## src/rtl/wave_ram_scan_arbiter_pkg.sv

```systemverilog
// lcd_arb_pkg: shared types and constants for the waveform RAM scan arbiter.
//   arb_state_e : capture-lock FSM states
//   RD_LAT      : display read latency, disp_rd_en to disp_rd_valid, in cycles
//   STALL_W     : width of the writer stall statistic counter
package lcd_arb_pkg;

  typedef enum logic [1:0] {
    ST_OPEN     = 2'd0,
    ST_WAIT_ACT = 2'd1,
    ST_WAIT_END = 2'd2
  } arb_state_e;

  localparam int unsigned RD_LAT  = 3;
  localparam int unsigned STALL_W = 16;

endpackage

```

## src/rtl/wave_ram_scan_arbiter_edge_det.sv

```systemverilog
// lcd_edge_det: registers a level signal and reports its edges.
// Ports:
//   clk    : clock
//   rst    : synchronous active-high reset (clears the registered copy)
//   sig_in : level input (v_de)
//   rise   : sig_in high now, low last cycle
//   fall   : sig_in low now, high last cycle
module lcd_edge_det (
  input  logic clk,
  input  logic rst,
  input  logic sig_in,
  output logic rise,
  output logic fall
);

  logic sig_q;
  logic sig_d;

  always_comb begin
    sig_d = sig_in;
  end

  always_ff @(posedge clk) begin
    if (rst) begin
      sig_q <= 1'b0;
    end else begin
      sig_q <= sig_d;
    end
  end

  assign rise = sig_in && !sig_q;
  assign fall = !sig_in && sig_q;

endmodule

```

## src/rtl/wave_ram_scan_arbiter.sv

```systemverilog
// wave_ram_scan_arbiter: shares a single-port waveform RAM between the LCD
// scan-out reader (absolute priority, never stalls) and the capture writer.
// A lock FSM keeps each finished capture on screen for one complete active
// frame before the writer may overwrite it.
// Optional feature: define WAVE_ARB_STATS_EN to build the saturating writer
// stall counter; otherwise wr_stall_cnt is constant zero.
// Parameters: AW address width, DW data width,
//   WR_WINDOW 0 = write on any display-idle cycle, 1 = only while v_de=0.
// Ports:
//   lcd_clk, sys_rst              : clock, synchronous active-high reset
//   v_de                          : vertical data enable
//   disp_rd_en/disp_addr          : display read request
//   disp_rd_valid/disp_rd_data    : display read return (3-cycle latency)
//   wr_valid/wr_ready/wr_addr/wr_data/wr_last : writer handshake
//   ram_en/ram_we/ram_addr/ram_wdata/ram_rdata : registered RAM port
//   capture_locked                : high while the lock FSM is not open
//   wr_stall_cnt                  : writer stall statistic
module wave_ram_scan_arbiter
  import lcd_arb_pkg::*;
#(
  parameter int unsigned AW        = 10,
  parameter int unsigned DW        = 8,
  parameter int unsigned WR_WINDOW = 0
) (
  input  logic               lcd_clk,
  input  logic               sys_rst,
  input  logic               v_de,
  input  logic               disp_rd_en,
  input  logic [AW-1:0]      disp_addr,
  output logic               disp_rd_valid,
  output logic [DW-1:0]      disp_rd_data,
  input  logic               wr_valid,
  output logic               wr_ready,
  input  logic [AW-1:0]      wr_addr,
  input  logic [DW-1:0]      wr_data,
  input  logic               wr_last,
  output logic               ram_en,
  output logic               ram_we,
  output logic [AW-1:0]      ram_addr,
  output logic [DW-1:0]      ram_wdata,
  input  logic [DW-1:0]      ram_rdata,
  output logic               capture_locked,
  output logic [STALL_W-1:0] wr_stall_cnt
);

  localparam int unsigned PW = RD_LAT - 1;

  logic v_de_rise;
  logic v_de_fall;

  lcd_edge_det u_edge_det (
    .clk    (lcd_clk),
    .rst    (sys_rst),
    .sig_in (v_de),
    .rise   (v_de_rise),
    .fall   (v_de_fall)
  );

  arb_state_e    state_q, state_d;
  logic          locked_q, locked_d;
  logic          ram_en_q, ram_en_d;
  logic          ram_we_q, ram_we_d;
  logic [AW-1:0] ram_addr_q, ram_addr_d;
  logic [DW-1:0] ram_wdata_q, ram_wdata_d;
  // bit 0: read issued to RAM, bit PW-1: RAM data present this cycle
  logic [PW-1:0] rd_pipe_q, rd_pipe_d;
  logic          rd_valid_q, rd_valid_d;
  logic [DW-1:0] rd_data_q, rd_data_d;

  logic wr_window_ok;
  logic wr_grant;
  logic wr_acc;

  assign wr_window_ok = (WR_WINDOW == 0) || !v_de;

  always_comb begin
    wr_grant = !sys_rst && !disp_rd_en && (state_q == ST_OPEN) && wr_window_ok;
    wr_acc   = wr_valid && wr_grant;
  end

  always_comb begin
    ram_en_d    = disp_rd_en || wr_acc;
    ram_we_d    = wr_acc;
    ram_addr_d  = ram_addr_q;
    ram_wdata_d = ram_wdata_q;
    if (disp_rd_en) begin
      ram_addr_d = disp_addr;
    end else if (wr_acc) begin
      ram_addr_d  = wr_addr;
      ram_wdata_d = wr_data;
    end

    rd_pipe_d  = {rd_pipe_q[PW-2:0], disp_rd_en};
    rd_valid_d = rd_pipe_q[PW-1];
    rd_data_d  = rd_pipe_q[PW-1] ? ram_rdata : rd_data_q;
  end

  // Edges seen on the wr_last acceptance cycle fall in ST_OPEN and are
  // therefore ignored; only a later full rise..fall frame unlocks.
  always_comb begin
    state_d = state_q;
    unique case (state_q)
      ST_OPEN:     if (wr_acc && wr_last) state_d = ST_WAIT_ACT;
      ST_WAIT_ACT: if (v_de_rise)         state_d = ST_WAIT_END;
      ST_WAIT_END: if (v_de_fall)         state_d = ST_OPEN;
      default:                            state_d = ST_OPEN;
    endcase
    locked_d = (state_d != ST_OPEN);
  end

  always_ff @(posedge lcd_clk) begin
    if (sys_rst) begin
      state_q     <= ST_OPEN;
      locked_q    <= 1'b0;
      ram_en_q    <= 1'b0;
      ram_we_q    <= 1'b0;
      ram_addr_q  <= '0;
      ram_wdata_q <= '0;
      rd_pipe_q   <= '0;
      rd_valid_q  <= 1'b0;
      rd_data_q   <= '0;
    end else begin
      state_q     <= state_d;
      locked_q    <= locked_d;
      ram_en_q    <= ram_en_d;
      ram_we_q    <= ram_we_d;
      ram_addr_q  <= ram_addr_d;
      ram_wdata_q <= ram_wdata_d;
      rd_pipe_q   <= rd_pipe_d;
      rd_valid_q  <= rd_valid_d;
      rd_data_q   <= rd_data_d;
    end
  end

  assign wr_ready       = wr_grant;
  assign ram_en         = ram_en_q;
  assign ram_we         = ram_we_q;
  assign ram_addr       = ram_addr_q;
  assign ram_wdata      = ram_wdata_q;
  assign disp_rd_valid  = rd_valid_q;
  assign disp_rd_data   = rd_data_q;
  assign capture_locked = locked_q;

`ifdef WAVE_ARB_STATS_EN
  logic [STALL_W-1:0] stall_cnt_q, stall_cnt_d;

  always_comb begin
    stall_cnt_d = stall_cnt_q;
    if (wr_valid && !wr_grant && (stall_cnt_q != '1)) begin
      stall_cnt_d = stall_cnt_q + STALL_W'(1);
    end
  end

  always_ff @(posedge lcd_clk) begin
    if (sys_rst) begin
      stall_cnt_q <= '0;
    end else begin
      stall_cnt_q <= stall_cnt_d;
    end
  end

  assign wr_stall_cnt = stall_cnt_q;
`else
  assign wr_stall_cnt = '0;
`endif

endmodule

```

## config.mk

```make
export PLATFORM = sky130hd
export DESIGN_NAME = wave_ram_scan_arbiter
export DESIGN_NICKNAME = d
export VERILOG_FILES = /design/src/rtl/wave_ram_scan_arbiter_pkg.sv /design/src/rtl/wave_ram_scan_arbiter_edge_det.sv /design/src/rtl/wave_ram_scan_arbiter.sv
export SDC_FILE = /design/constraint.sdc
export NUM_CORES = 1
export LEC_CHECK = 0
export CAP_MARGIN = 20
export CORE_MARGIN = 4
export CORE_UTILIZATION = 35
export CTS_CLUSTER_SIZE = 40
export DETAILED_ROUTE_END_ITERATION = 8
export PLACE_DENSITY = 0.8
export SLEW_MARGIN = 15
export SYNTH_ARGS = -nofsm -noshare
export SYNTH_HDL_FRONTEND = slang
export SYNTH_SLANG_ARGS = --single-unit
```

## constraint.sdc

```tcl
create_clock -name lcd_clk -period 1.3 [get_ports lcd_clk]
set_clock_uncertainty 0.15 [all_clocks]
set_input_delay 0.26 -clock lcd_clk [delete_from_list [all_inputs] [get_ports lcd_clk]]
set_output_delay 0.26 -clock lcd_clk [all_outputs]
set_load 0.01 [all_outputs]
```

# After elaboration in Yosys (flattened, before gate mapping)
# Cells that the tools add are included.
# op_classes
n_eq_ne	2
n_mux	6
bitwise_logic	1
reduce_logical	15
# ops
cell	count
$mux W10	2
$logic_and A1 B1 Y1	6
$mux W2	3
$pmux W2 S3	1
$logic_not A1 Y1	4
$reduce_bool A2 Y1	2
$eq A2 B1 Y1 const B	1
$eq A2 B2 Y1 const B	1
$logic_not A2 Y1	1
$reduce_and A2 Y1	1
$logic_or A1 B1 Y1	1
$not A1 Y1	1
# word_totals
register_bits	35
in_bits	42
output_inout_bits	47
wordCells	34

# Depth between registers and ports, before layout
# Gate-level depths: netlist of run 1.
# depth
ltp_word	8
mapped_depth	5
ltp_nobuf	3

# Cells and area by module
# Synthesis of run 1 repeated with hierarchy kept, for this count alone.
# hier_totals
hier_cells	153
area_unflattened_um2	1496.4
# modules_own_cells
mod	instances	cells_each	area_per_inst_um2	seq_area_each_um2
wave_ram_scan_arbiter	1	149	1457.6	680.7
lcd_edge_det	1	4	38.8	20.0

# Least setup slack after synthesis of run 1
# No wires, ideal clock.
# synth_timing
path_type	input-to-reg
from	in disp_rd_en
to	reg ram_wdata_q[0], in the netlist ram_wdata[0]
t_arrival_ps	1000
slack_ps	35
stages	5
n_path_buf	2
path_cell_list	buf_6 -> nor4_2 -> and2_1 -> buf_6 -> o21ai_2
# synth_between
elab_chain_len	5
# synth_rtl
element	line_no	rtl
start: declaration	wave_ram_scan_arbiter.sv:28	input logic disp_rd_en,
$logic_not A1 Y1	wave_ram_scan_arbiter.sv:77	wr_grant = !sys_rst && !disp_rd_en && (state_q == ST_OPEN) && wr_window_ok;
$logic_and A1 B1 Y1 (2 in series)	wave_ram_scan_arbiter.sv:77	
$logic_and A1 B1 Y1	wave_ram_scan_arbiter.sv:78	wr_acc = wr_valid && wr_grant;
$reduce_and A2 Y1 (no line) (*)	n/a	
end signal: assignment	wave_ram_scan_arbiter.sv:128	ram_wdata_q <= ram_wdata_d;
end: declaration	wave_ram_scan_arbiter.sv:64	logic [DW-1:0] ram_wdata_q, ram_wdata_d;
# Mark *: on every way between the ends. The rest lies on a longest branch, timed or not.
# A chain may end at the register's enable or synchronous reset.

# Worst setup path in the final report of run 1
# layout_timing
from	reg state_q[0]
to	out wr_ready
# layout_between
elab_chain_len	2
# layout_rtl
element	line_no	rtl
start: declaration	wave_ram_scan_arbiter.sv:59	arb_state_e state_q, state_d;
start signal: assignment	wave_ram_scan_arbiter.sv:123	state_q <= state_d;
$logic_not A2 Y1	wave_ram_scan_arbiter.sv:77	
$logic_and A1 B1 Y1	wave_ram_scan_arbiter.sv:77	
end: declaration	wave_ram_scan_arbiter.sv:33	output logic wr_ready,
# No other way between the ends.

==> flow_metrics.env, run 1 <==
export IMPL_wl_per_cell_um=14.0
export IMPL_synth_flop_cell="dfxtp_1"
export IMPL_antenna_cells=0
export IMPL_cp_max_fo=2
export IMPL_cts_tree="yes"
export IMPL_num_vias=1348
export IMPL_gr_total_overflow=0
export IMPL_power_frac_seq_pct=48.5
export IMPL_setup_viol=20
export IMPL_layout_nets=281
export IMPL_total_leakage_power_nw=1.04
export IMPL_crit_arrival_ps=1090
export IMPL_criticalPathCategory="reg2out"
export IMPL_postRouteAntennaNets=0
export IMPL_yosysSeqAreaShare_pct=43.3
export IMPL_hpwl_mm=2.90
export IMPL_hold_viol=0
export IMPL_first_global_vias=1333
export IMPL_syn_area_mm2=0.00162
export IMPL_drt_iter0_drc=48
export IMPL_max_freq_mhz=668
export IMPL_yosys_register_bits=35
export IMPL_cts_buffer_depth=2
export IMPL_avgSynthCellArea_um2=10.4
export IMPL_synthCells=156
export IMPL_crit_path_end_kind="output port"
export IMPL_power_density_mw_per_mm2=982
export IMPL_rsz0062_at_grt="true"
export IMPL_hold_path_class="reg2reg"
export IMPL_yosysUniqueCellTypes=24
export IMPL_total_power_mw=2.40
export IMPL_drt_first_pass_iters=4
export IMPL_synth_area_leader_cell="dfxtp_1"
export IMPL_cts_made_buffers=5
export IMPL_cts_root_buffer="clkbuf_8"
export IMPL_yosysMostFrequentCell="dfxtp_1"
export IMPL_swShare_pct=25.8
export IMPL_ir_worst_vdd_mv=0.487
export IMPL_dieArea_mm2=0.00577
export IMPL_viasPerCell=4.65
export IMPL_drv_cap=0
export IMPL_period_share_pct=115
export IMPL_startpoint="state_q[0]"
export IMPL_whs_path_depth=1
export IMPL_place_congestion=0.685
export IMPL_synth_top_cell_area_share_pct=43.3
export IMPL_synth_warnings=0
export IMPL_internal_power_mw=1.78
export IMPL_reg2regPathDepth=5
export IMPL_antenna_found_initial=0
export IMPL_r2r_start="state_q[0]"
export IMPL_status="finished, violations left"
export IMPL_start_util_pct=36.6
export IMPL_pwr_share_clk_pct=29.6
export IMPL_worst_setup_path_start_kind="flop"
export IMPL_grt_first_pass_wirelength_mm=6.31
export IMPL_chipHeight_um=76.0
export IMPL_synth_area_leaders="dfxtp_1, mux2i_1, buf_4"
export IMPL_grt_usage_pct=13.2
export IMPL_drt_wl_total_mm=4.07
export IMPL_cts_sinks=35
export IMPL_power_frac_comb_pct=21.9
export IMPL_slew_viol_final=0
export IMPL_layout_setup_ws_ps=-196
export IMPL_crit_end="wr_ready"
export IMPL_setup_tns_final_ps=-2390
export IMPL_num_rows=24
export IMPL_drc=0
export IMPL_drive_gt1_share_pct=28.2
export IMPL_cp_data_required_time_ps=890
export IMPL_failed_checks="negative setup slack"
export IMPL_fillCellCount=413
export IMPL_synth_edff_count=0
export IMPL_die_w_um=76.0
export IMPL_power_switching_uw=621
export IMPL_area_growth_pct=51.5
export IMPL_min_period_ps=1500
export IMPL_core_area_mm2=0.00441
export IMPL_r2r_end="ram_addr[4]"
export IMPL_port_buffers=72
export IMPL_grt_max_degree=35
export IMPL_htreeDepth=2
export IMPL_ys_top_cells_by_count="dfxtp_1, buf_4, mux2i_1"
export IMPL_pin_count=89
export IMPL_path_clk_slew_ps=60
export IMPL_dp_slack_ps=-822
export IMPL_rrSetupSlack_ps=-150
export IMPL_clk_latency_ps=280
export IMPL_async_flop_share_pct=0
power groups by stage:
stage | registers (mW) | logic (mW) | clock network [mW]
floorplan | 1.22 | 0.259 | 0
global placement | 1.19 | 0.525 | 0
detailed placement | 1.19 | 0.535 | 0
CTS | 1.17 | 0.531 | 0.733
global route | 1.17 | 0.568 | 0.772
finish | 1.17 | 0.526 | 0.712
cells in the final DEF (no fill, tap or decap), types with 2 or more instances in the layout:
master	Yosys	routed
nor3_1	10	10
nor2b_1	7	4
nand3_1	8	8
clkbuf_8	0	5
buf_6	4	10
dlygate4sd2_1	0	6
nor2b_4	0	2
dfxtp_1	35	33
clkdlybuf4s15_1	0	12
buf_2	6	2
clkdlybuf4s50_1	0	38
clkbuf_2	0	14
a211oi_2	10	10
mux2i_1	18	18
nand2b_1	9	9
buf_4	19	7
conb_1	1	16
a21oi_1	2	2
nor2_1	8	8
o21ai_2	8	10
dfxtp_2	0	2
cell families after synthesis:
family	after synthesis	synth area share, %
AOI/OAI and AO/OA	24	14.1
buffers and inverters	30	13.7
DFF	35	43.3
muxes	18	11.1
other	1	0.232
and+or+nand+nor	48	17.5
flip-flops by register name, indices dropped and copies added, names as in the netlist:
signal	count
capture_locked	1
ram_en	1
ram_addr	10
u_edge_det.sig_q	1
disp_rd_valid	1
ram_wdata	8
disp_rd_data	8
state_q	2
rd_pipe_q	2
ram_we	1
area by class of cell:
type	instances	area, µm²	share of cell area (%)
Timing Repair Buffer	90	811	33.1
Multi-Input combinational cell	106	795	32.4
Sequential cell	35	703	28.7
Clock buffer	6	72.6	2.96
Tap cell	52	65.1	2.66
Inverter	1	3.75	0.153
repair_timing:
action	CTS	global route
buffers inserted	2	1
gates resized for setup	65	35
hold buffers	0	0
hold endpoints to repair	0	0
pin swaps	13	3
gates cloned	2	0
endpoints found under the setup margin	66	48
how the worst min path moves through the flow:
stage,startpoint,end,slack (ps)
after global routing,rd_pipe_q[0],rd_pipe_q[1],320
after CTS,rd_pipe_q[0],rd_pipe_q[1],310
final,rd_pipe_q[0],rd_pipe_q[1],300
after floorplan,wr_data[0],ram_wdata[0],250
after global placement,rd_pipe_q[0],rd_pipe_q[1],270
after detailed placement,rd_pipe_q[0],rd_pipe_q[1],290
stage by stage:
| step | instances | instance area (µm²) | utilization [%] | hold WS, ps |
|---|---|---|---|---|
| finish | 290 | 2450 | 55.5 | 303 |
| global route | 290 | 2450 | 55.5 | 320 |
| CTS | 290 | 2470 | 56.0 | 307 |
| detailed placement | 280 | 2350 | 53.1 | 290 |
| global placement | 280 | 2350 | 53.1 | 270 |
| floorplan | 171 | 1670 | - | 253 |
metal layers:
layer / wire length (µm) / share of wire, % / up-vias / GRT usage, %
met4: 17 / 0.42 / 0 / 4.27
met2: 2100 / 51 / 49 / 22.4
li1: - / - / 672 / -
met3: 300 / 7.4 / 2 / 4.86
met5: 0 / 0 / - / 0
met1: 1650 / 41 / 625 / 15.1
worst max-delay path: stages, from the launching register on:
cell and delay (ps):
dfxtp_2 340, nor4_4 290, buf_2 180
(Power assumes the default switching activity.)
==> run 2: changes to the inputs <==
Settings changed: CORE_UTILIZATION 35 to 33, PLACE_DENSITY 0.8 to 0.78, SKIP_CTS_REPAIR_TIMING set to 1, SYNTH_HIERARCHICAL set to 1.
==> flow_metrics.env, run 2 <==
export IMPL_power_density_mw_per_mm2=996
export IMPL_fillCellCount=396
export IMPL_antenna_cells=0
export IMPL_yosysUniqueCellTypes=22
export IMPL_hold_viol=0
export IMPL_num_vias=1284
export IMPL_synth_top_cell_area_share_pct=46.8
export IMPL_async_flop_share_pct=0
export IMPL_grt_first_pass_wirelength_mm=4.95
export IMPL_hold_path_class="reg2reg"
export IMPL_first_global_vias=1147
export IMPL_crit_path_end_kind="output port"
export IMPL_rsz0062_at_grt="true"
export IMPL_hpwl_mm=2.57
export IMPL_yosys_register_bits=35
export IMPL_cts_buffer_depth=2
export IMPL_grt_max_degree=35
export IMPL_postRouteAntennaNets=0
export IMPL_syn_area_mm2=0.00150
export IMPL_yosysMostFrequentCell="dfxtp_1"
export IMPL_crit_arrival_ps=1060
export IMPL_swShare_pct=23.7
export IMPL_synth_warnings=6
export IMPL_drt_wl_total_mm=3.66
export IMPL_drv_cap=0
export IMPL_grt_usage_pct=11.5
export IMPL_slowest_stage="dfxtp_2"
export IMPL_period_share_pct=113
export IMPL_area_growth_pct=68.0
export IMPL_die_w_um=75.3
export IMPL_setup_tns_final_ps=-1640
export IMPL_cp_data_required_time_ps=890
export IMPL_synthCells=153
export IMPL_cp_max_fo=2
export IMPL_viasPerCell=4.49
export IMPL_synth_area_leaders="dfxtp_1, mux2i_1, buf_4"
export IMPL_final_cell_mix="clkdlybuf4s50_1, dfxtp_1, dlymetal6s2s_1, mux2i_1, conb_1"
export IMPL_cts_sinks=35
export IMPL_worst_setup_path_start_kind="flop"
export IMPL_pin_count=89
export IMPL_num_rows=24
export IMPL_power_frac_comb_pct=20.0
export IMPL_status="finished, violations left"
export IMPL_htreeDepth=2
export IMPL_avgSynthCellArea_um2=9.78
export IMPL_postLayoutCoreUtil_pct=57.3
export IMPL_final_cell_area_mm2=0.00251
export IMPL_drc=0
export IMPL_setup_viol=13
export IMPL_synth_edff_count=0
export IMPL_top_layer="met4"
export IMPL_wl_met1_mm=1.46
export IMPL_power_switching_uw=593
export IMPL_slew_viol_final=0
export IMPL_drive_gt1_share_pct=15.8
export IMPL_yosysSeqAreaShare_pct=46.8
export IMPL_whs_ps=290
export IMPL_place_area_mm2=0.00223
export IMPL_largest_reg_flops=10
export IMPL_criticalPathCategory="reg2out"
export IMPL_wl_met2_mm=1.79
export IMPL_synth_flop_cell="dfxtp_1"
export IMPL_drt_first_pass_iters=4
export IMPL_internal_power_mw=1.91
export IMPL_total_leakage_power_nw=1.46
export IMPL_chipHeight_um=75.3
export IMPL_clk_latency_ps=270
export IMPL_layout_nets=275
export IMPL_max_stage_delay_ps=340
export IMPL_power_frac_seq_pct=46.4
export IMPL_cts_tree="yes"
export IMPL_wl_per_cell_um=12.8
export IMPL_total_power_mw=2.50
export IMPL_start_util_pct=34.1
export IMPL_cts_made_buffers=5
export IMPL_synth_area_leader_cell="dfxtp_1"
export IMPL_core_area_mm2=0.00438
export IMPL_cp_cell_sequence="nor4_4, dlymetal6s2s_1"
export IMPL_drt_iter0_drc=42
export IMPL_failed_checks="negative setup slack"
export IMPL_final_common_cell="clkdlybuf4s50_1"
export IMPL_ir_worst_vdd_mv=0.501
export IMPL_gr_total_overflow=0
export IMPL_cts_root_buffer="clkbuf_8"
export IMPL_max_freq_mhz=679
export IMPL_pwr_share_clk_pct=33.6
export IMPL_layout_setup_ws_ps=-173
export IMPL_min_period_ps=1470
export IMPL_place_congestion=0.699
export IMPL_antenna_found_initial=0
export IMPL_port_buffers=72
export IMPL_path_clk_slew_ps=70
export IMPL_wl_met3_um=375
export IMPL_dieArea_mm2=0.00568
export IMPL_ys_top_cells_by_count="dfxtp_1, mux2i_1, buf_4"
[run 2: through the flow]
step                      worst slack, ps  std cells
after floorplan                      -255        168
after global placement               -696        273
after detailed placement             -713        273
after CTS                            -713        281
after global routing                 -287        286
final                                -173        286
[run 2: final timing paths]
| kind | start | cells after the start | endpoint | slack [ps] |
|---|---|---|---|---|
| worst min-delay path | rd_pipe_q[0] | 1 | rd_pipe_q[1] | 290 |
| worst max register to register | state_q[1] | 5 | ram_addr[3] | -160 |
| worst min register to register | rd_pipe_q[0] | 1 | rd_pipe_q[1] | 290 |
| worst max-delay path | state_q[0] | 2 | wr_ready | -170 |
[run 2: area by class of cell]
| type | instances | area (µm²) | share of cell area, % |
|---|---|---|---|
| multi-input combinational | 106 | 731 | 29.1 |
| timing repair buffer | 85 | 912 | 36.3 |
| clock buffer | 8 | 100 | 3.98 |
| sequential | 35 | 706 | 28.1 |
| tap | 52 | 65.1 | 2.59 |
[run 2: critical path, delay by kind of cell (launching register included)]
family                 cells  cell delay [ps]
buffers and inverters      1              210
AND/OR/NAND/NOR            1              240
flip-flops                 1              340
[run 2: power by group through the flow]
stage | sequential, mW | clock [mW] | combinational (mW)
2_1_floorplan | 1.21 | 0 | 0.224
3_3_place_gp | 1.19 | 0 | 0.479
3_5_place_dp | 1.19 | 0 | 0.486
4_1_cts | 1.16 | 0.879 | 0.487
5_1_grt | 1.17 | 0.919 | 0.546
6_report | 1.16 | 0.842 | 0.502
[run 2: metal layers]
metal  global-route usage [%]  vias to the layer above
li1                         -                      653
met3                     4.62                        5
met2                     20.3                       52
met5                        0                        -
met4                     4.08                        0
met1                     12.5                      574
[run 2: cell families after synthesis]
kind of cell           Yosys count  share of synthesized area (%)
buffers and inverters           28                           12.5
other                            1                          0.251
AO/OA/AOI/OAI                   22                           10.1
flip-flops                      35                           46.8
AND/OR/NAND/NOR                 49                           18.3
multiplexers                    18                           12.0
==> patch 1 (config.mk and constraints of run 2) <==
Build with the macro `WAVE_ARB_STATS_EN` defined.
--- a/src/rtl/wave_ram_scan_arbiter.sv
+++ b/src/rtl/wave_ram_scan_arbiter.sv
@@ -17,2 +17,4 @@
 //   wr_stall_cnt                  : writer stall statistic
+`define WAVE_ARB_STATS_EN
+
 module wave_ram_scan_arbiter
Formal check against the unedited RTL: not equivalent (Yosys sat finds a counterexample within 4 cycles, from zero or initial values and one cycle with sys_rst high).
==> patch 1 against run 2 <==
The run still ends with setup timing left; final area grew 62%; clock power grew 11%; die area grew 38%; global-route usage grew 3.7 points; area after synthesis grew 43%; sequential cell count grew 16; first-iteration DRC count grew 120%; hold slack gained 0.013 ns; wire length grew 93%; via count grew 83%; setup slack lost 0.28 ns; total power grew 23%; critical endpoint is now wr_stall_cnt[15]$_SDFFE_PP0P_; highest routed layer unchanged.
==> patch 1: results (changes against run 2) <==
* Status: complete, but fails checks
* Failing checks: setup timing
* Synth top cells by count: dfxtp_1, nand2_1, nor2_1, a21oi_1, a311oi_1
* Final net count at 425 (+55%)
* Final RePlAce weighted congestion at 0.845 (+21%)
* Setup-failing EPs final at 49 (+36)
* Num CTS Buffers at 5 (unchanged)
* DRT iter0 DRCs at 93 (+120%)
* Number of global-route vias before repair at 2116 (+84%)
* Fill count at 515 (+30%)
* Required @ worst endpoint at 1.38 ns (+0.49 ns)
* Detailed Place HPWL at 4460 um (+74%)
* Seq/Total Area, Yosys at 47.8% (+0.95 points)
* DR pass1 iterations at 4 (unchanged)
* Non-Filler Instances at 460 (+61%)
* P_leak at 1.99 nW (+36%)
* First-pass GRT wire length at 9450 um (+91%)
* Share of cells above drive strength 1 at 38.1% (+22 points)
* Placed Cells at 435 (+59%)
* Critical Path Start: wr_stall_cnt[5]$_SDFFE_PP0P_
* R2R depth at 4 (-1)
* Hold Path Class: register to register
* Capturing point of the worst reg2reg path: wr_stall_cnt[15]$_SDFFE_PP0P_
* Switching Share at 26.2% (+2.5 points)
* Synth area leaders: dfxtp_1, nand2_1, a21oi_1, a311oi_1, nor2_1
* Synth warn at 6 (unchanged)
* Max VDD drop at 0.000508 V (+1.5%)
* WL final at 7040 um (+93%)
* Syn Area/Cell at 8.79 sq um (-10%)
* Max FFs per register at 16 (+6)
* Unique cell type count in the Yosys netlist at 35 (+59%)
* Via count at 2345 (+83%)
* Largest net degree at the start of global routing at 30 (-14%)
* Crit Path Max Fanout at 7 (+5)
* Ys async rst share at 0% (unchanged)
* IO Port Bufs at 88 (+22%)
* Setup TNS at -13.42 ns (-11.78 ns)
* Final WS setup at -0.455 ns (-0.282 ns)
* Clk Latency, worst-skew pair at 0.31 ns (+0.04 ns)
* Max Root-Sink Buffers at 2 (unchanged)
* Hold EP: rd_pipe_q[1]$_SDFF_PP0_
* Overall Global Routing Usage at 15.3% (+3.7 points)
* Place WS at -0.931 ns (-0.218 ns)
* WHS at 0.303 ns (+0.0128 ns)
* Worst-path clk slew at 0.09 ns (+0.02 ns)
-- patch 1: cell count changes after synthesis, moves of 7 or more --
| cell | change |
|---|---|
| nand2_1 | +43 |
| a21oi_1 | +20 |
| buf_4 | -16 |
| dfxtp_1 | +16 |
| nor2_1 | +14 |
| a311oi_1 | +11 |
| a211oi_1 | -10 |
| mux2i_1 | -9 |
| nor3_1 | -8 |
| or4_1 | +8 |
| inv_1 | +7 |
| o31ai_1 | +7 |
-- patch 1: kinds of logic after synthesis --
group,synth area share (%)
buffers and inverters,4.16
muxes,6.32
DFF,47.8
adders and majority gates,0.585
and+or+nand+nor,27.1
AOI/OAI and AO/OA,14.1
-- patch 1: cell type report --
type | instances | area, sq um | area share [%]
Clock buffer | 5 | 68.8 | 1.69
Timing Repair inverter | 1 | 11.3 | 0.277
Clock inverter | 3 | 23.8 | 0.585
Tap cell | 77 | 96.3 | 2.37
Inverter | 7 | 33.8 | 0.831
Multi-Input combinational cell | 171 | 1240 | 30.6
Timing Repair Buffer | 145 | 1510 | 37.1
Sequential cell | 51 | 1080 | 26.5
-- patch 1: through the flow --
step | total power, mW | area (sq um)
2_1_floorplan | 1.85 | 2280
3_3_place_gp | 2.13 | 3490
3_5_place_dp | 2.15 | 3490
4_1_cts | 3.08 | 3580
5_1_grt | 3.25 | 4070
6_report | 3.09 | 4070
-- patch 1: worst max-delay path by stage --
stage | end | slack [ns]
6_report | wr_stall_cnt[15]$_SDFFE_PP0P_ | -0.46
5_1_grt | wr_stall_cnt[14]$_SDFFE_PP0P_ | -0.50
4_1_cts | wr_ready | -0.79
3_5_place_dp | wr_stall_cnt[10]$_SDFFE_PP0P_ | -0.93
3_3_place_gp | wr_stall_cnt[10]$_SDFFE_PP0P_ | -0.82
2_1_floorplan | wr_stall_cnt[13]$_SDFFE_PP0P_ | -0.39
-- patch 1: worst max-delay path, cell delays in order, from the launching register on --
cell	delay (ns)
dfxtp_4	0.37
nand4_4	0.19
or2_4	0.31
or4_1	0.49
a21oi_1	0.17
-- patch 1: metal layers --
| layer | GRT usage [%] | up-vias | routed length [um] |
|---|---|---|---|
| met5 | 0 | - | 0 |
| met1 | 18.7 | 1101 | 2840 |
| met4 | 3.71 | 0 | 72 |
| met2 | 25.4 | 89 | 3550 |
| li1 | - | 1145 | - |
| met3 | 5.77 | 10 | 577 |
-- patch 1: power groups by stage --
stage / logic, mW / clock network (mW) / registers, mW
after global routing: 0.569 / 1.05 / 1.63
final: 0.527 / 0.937 / 1.63
after global placement: 0.472 / 0 / 1.66
after floorplan: 0.157 / 0 / 1.69
after detailed placement: 0.481 / 0 / 1.66
after CTS: 0.484 / 0.971 / 1.63
==> patch 2 (settings of run 2) <==
Without the edit above. The 3 states of `arb_state_e` get a one-hot encoding in 3 bits.
--- a/src/rtl/wave_ram_scan_arbiter_pkg.sv
+++ b/src/rtl/wave_ram_scan_arbiter_pkg.sv
@@ -6,6 +6,6 @@
 
-  typedef enum logic [1:0] {
-    ST_OPEN     = 2'd0,
-    ST_WAIT_ACT = 2'd1,
-    ST_WAIT_END = 2'd2
+  typedef enum logic [2:0] {
+    ST_OPEN     = 3'b001,
+    ST_WAIT_ACT = 3'b010,
+    ST_WAIT_END = 3'b100
   } arb_state_e;
Function: same outputs for any inputs over 10 cycles, from zero or initial values and one cycle with sys_rst high; not proved beyond that.
==> patch 2 against run 2 <==
The flow still finishes with violations (setup timing); sequential cell count is 1 higher; wire length grew 11%; core utilization up 1.7 points; area after synthesis rose by 7.4%; final area is 11% higher; non-clock buffer count grew 7; die area is 6.6% higher; count of clock-buffer cells in the layout is 2 lower; total power rose by 7.6%; setup slack worse by 0.10 ns; largest power group unchanged; highest routed layer unchanged.
==> patch 2: results (changes against run 2) <==
* Final net count at 298 (+8.4%)
* Max VDD drop at 0.000471 V (-5.9%)
* Slowest-stage cell, CP: dfxtp_2
* Gr ovfl total at 0 (unchanged)
* Routed wl met2 at 2010 um (+12%)
* Data arrival, critical path at 1.17 ns (+0.11 ns)
* Non-Filler Instances at 324 (+13%)
* Failing checks: setup timing
* Synth top cells by count: dfxtp_1, nor3_1, buf_4, nor2_1, inv_1
* CP top delay family: simple AND/OR/NAND/NOR gates
* Sequential share of power at 44.1% (-2.3 points)
* Switching Share at 23.5% (-0.23 points)
* Crit Path Max Fanout at 2 (unchanged)
* M1 WL at 1590 um (+8.9%)
* Final WS setup at -0.276 ns (-0.102 ns)
* Post-Syn Instances at 170 (+11%)
* Clock Power Share at 34.9% (+1.3 points)
* Met3 routed WL at 415 um (+11%)
* Synth area leaders: dfxtp_1, a2111oi_2, buf_4, nor3_1, mux2i_1
* Final RePlAce weighted congestion at 0.732 (+4.6%)
* Total power at 2.70 mW (+7.6%)
* Max Root-Sink Buffers at 2 (unchanged)
* Number of global-route vias before repair at 1321 (+15%)
* Detailed Place HPWL at 2800 um (+9.1%)
* Largest net degree at the start of global routing at 33 (-5.7%)
* Num CTS Buffers at 5 (unchanged)
* Reg-to-reg slack, setup at -0.27 ns (-0.11 ns)
* WL final at 4050 um (+11%)
* Via count at 1430 (+11%)
* Status: complete, but fails checks
* Overall Global Routing Usage at 12.1% (+0.52 points)
* Met3 Use GR at 6.61% (+2.0 points)
* M1 GR Usage at 13.3% (+0.84 points)
* Seq/Total Area, Yosys at 44.8% (-2.0 points)
* WHS at 0.291 ns (+0.00152 ns)
* Setup-failing EPs final at 21 (+8)
* DRT iter0 DRCs at 19 (-55%)
* Share of cells above drive strength 1 at 23.3% (+7.5 points)
* P_leak at 1.56 nW (+6.4%)
* Placed Cells at 312 (+14%)
* Hold Path Class: register to register
* First-pass GRT wire length at 5880 um (+19%)
* IO Port Bufs at 72 (unchanged)
* Met2 GRT Util at 19.7% (-0.63 points)
* Ys async rst share at 0% (unchanged)
* Unique cell type count in the Yosys netlist at 27 (+23%)
## patch 2: cell count changes after synthesis, moves of 2 or more
cell / change
a2111oi_2: +9
mux2i_1: -10
a21oi_1: +3
clkbuf_1: -3
a211oi_1: -10
inv_1: +10
buf_6: -2
nor3_1: +10
buf_4: +2
buf_2: +3
## patch 2: worst register-to-register path: stages (launching register included)
cell and delay [ns]:
dfxtp_2 0.33, buf_4 0.14, and4bb_4 0.37, buf_12 0.13
nor3_1 0.04, a2111oi_1 0.30
## patch 2: final cells by class
class	instances	area, sq um
tap	67	83.8
timing repair buffer	92	1010
fill	412	1940
clock buffer	6	72.6
sequential	36	723
clock inverter	2	35.0
inverter	10	37.5
multi-input combinational	111	828
## patch 2: metrics by stage
step	setup WS (ns)	utilization [%]	TNS, ns	cell area (sq um)
2_1_floorplan	-0.0704	-	-0.105	1690
3_3_place_gp	-0.879	51.6	-15.68	2440
3_5_place_dp	-0.866	51.6	-15.90	2440
4_1_cts	-0.867	53.9	-14.54	2540
5_1_grt	-0.351	59.0	-4.50	2790
6_report	-0.276	59.0	-2.92	2790
## patch 2: worst paths after layout
| check | start | to | cells after the start |
|---|---|---|---|
| max reg2reg | state_q[1]$_SDFF_PP0_ | ram_addr[9]$_SDFFE_PP0P_ | 5 |
| min | rd_pipe_q[0]$_SDFF_PP0_ | rd_pipe_q[1]$_SDFF_PP0_ | 1 |
| max | state_q[1]$_SDFF_PP0_ | wr_ready | 3 |
| min reg2reg | rd_pipe_q[0]$_SDFF_PP0_ | rd_pipe_q[1]$_SDFF_PP0_ | 1 |
## patch 2: logic make-up after synthesis
group / synth area share, %
AO/OA/AOI/OAI: 14.0
buffers and inverters: 13.7
flip-flops: 44.8
multiplexers: 4.98
other: 0.233
AND/OR/NAND/NOR: 22.3
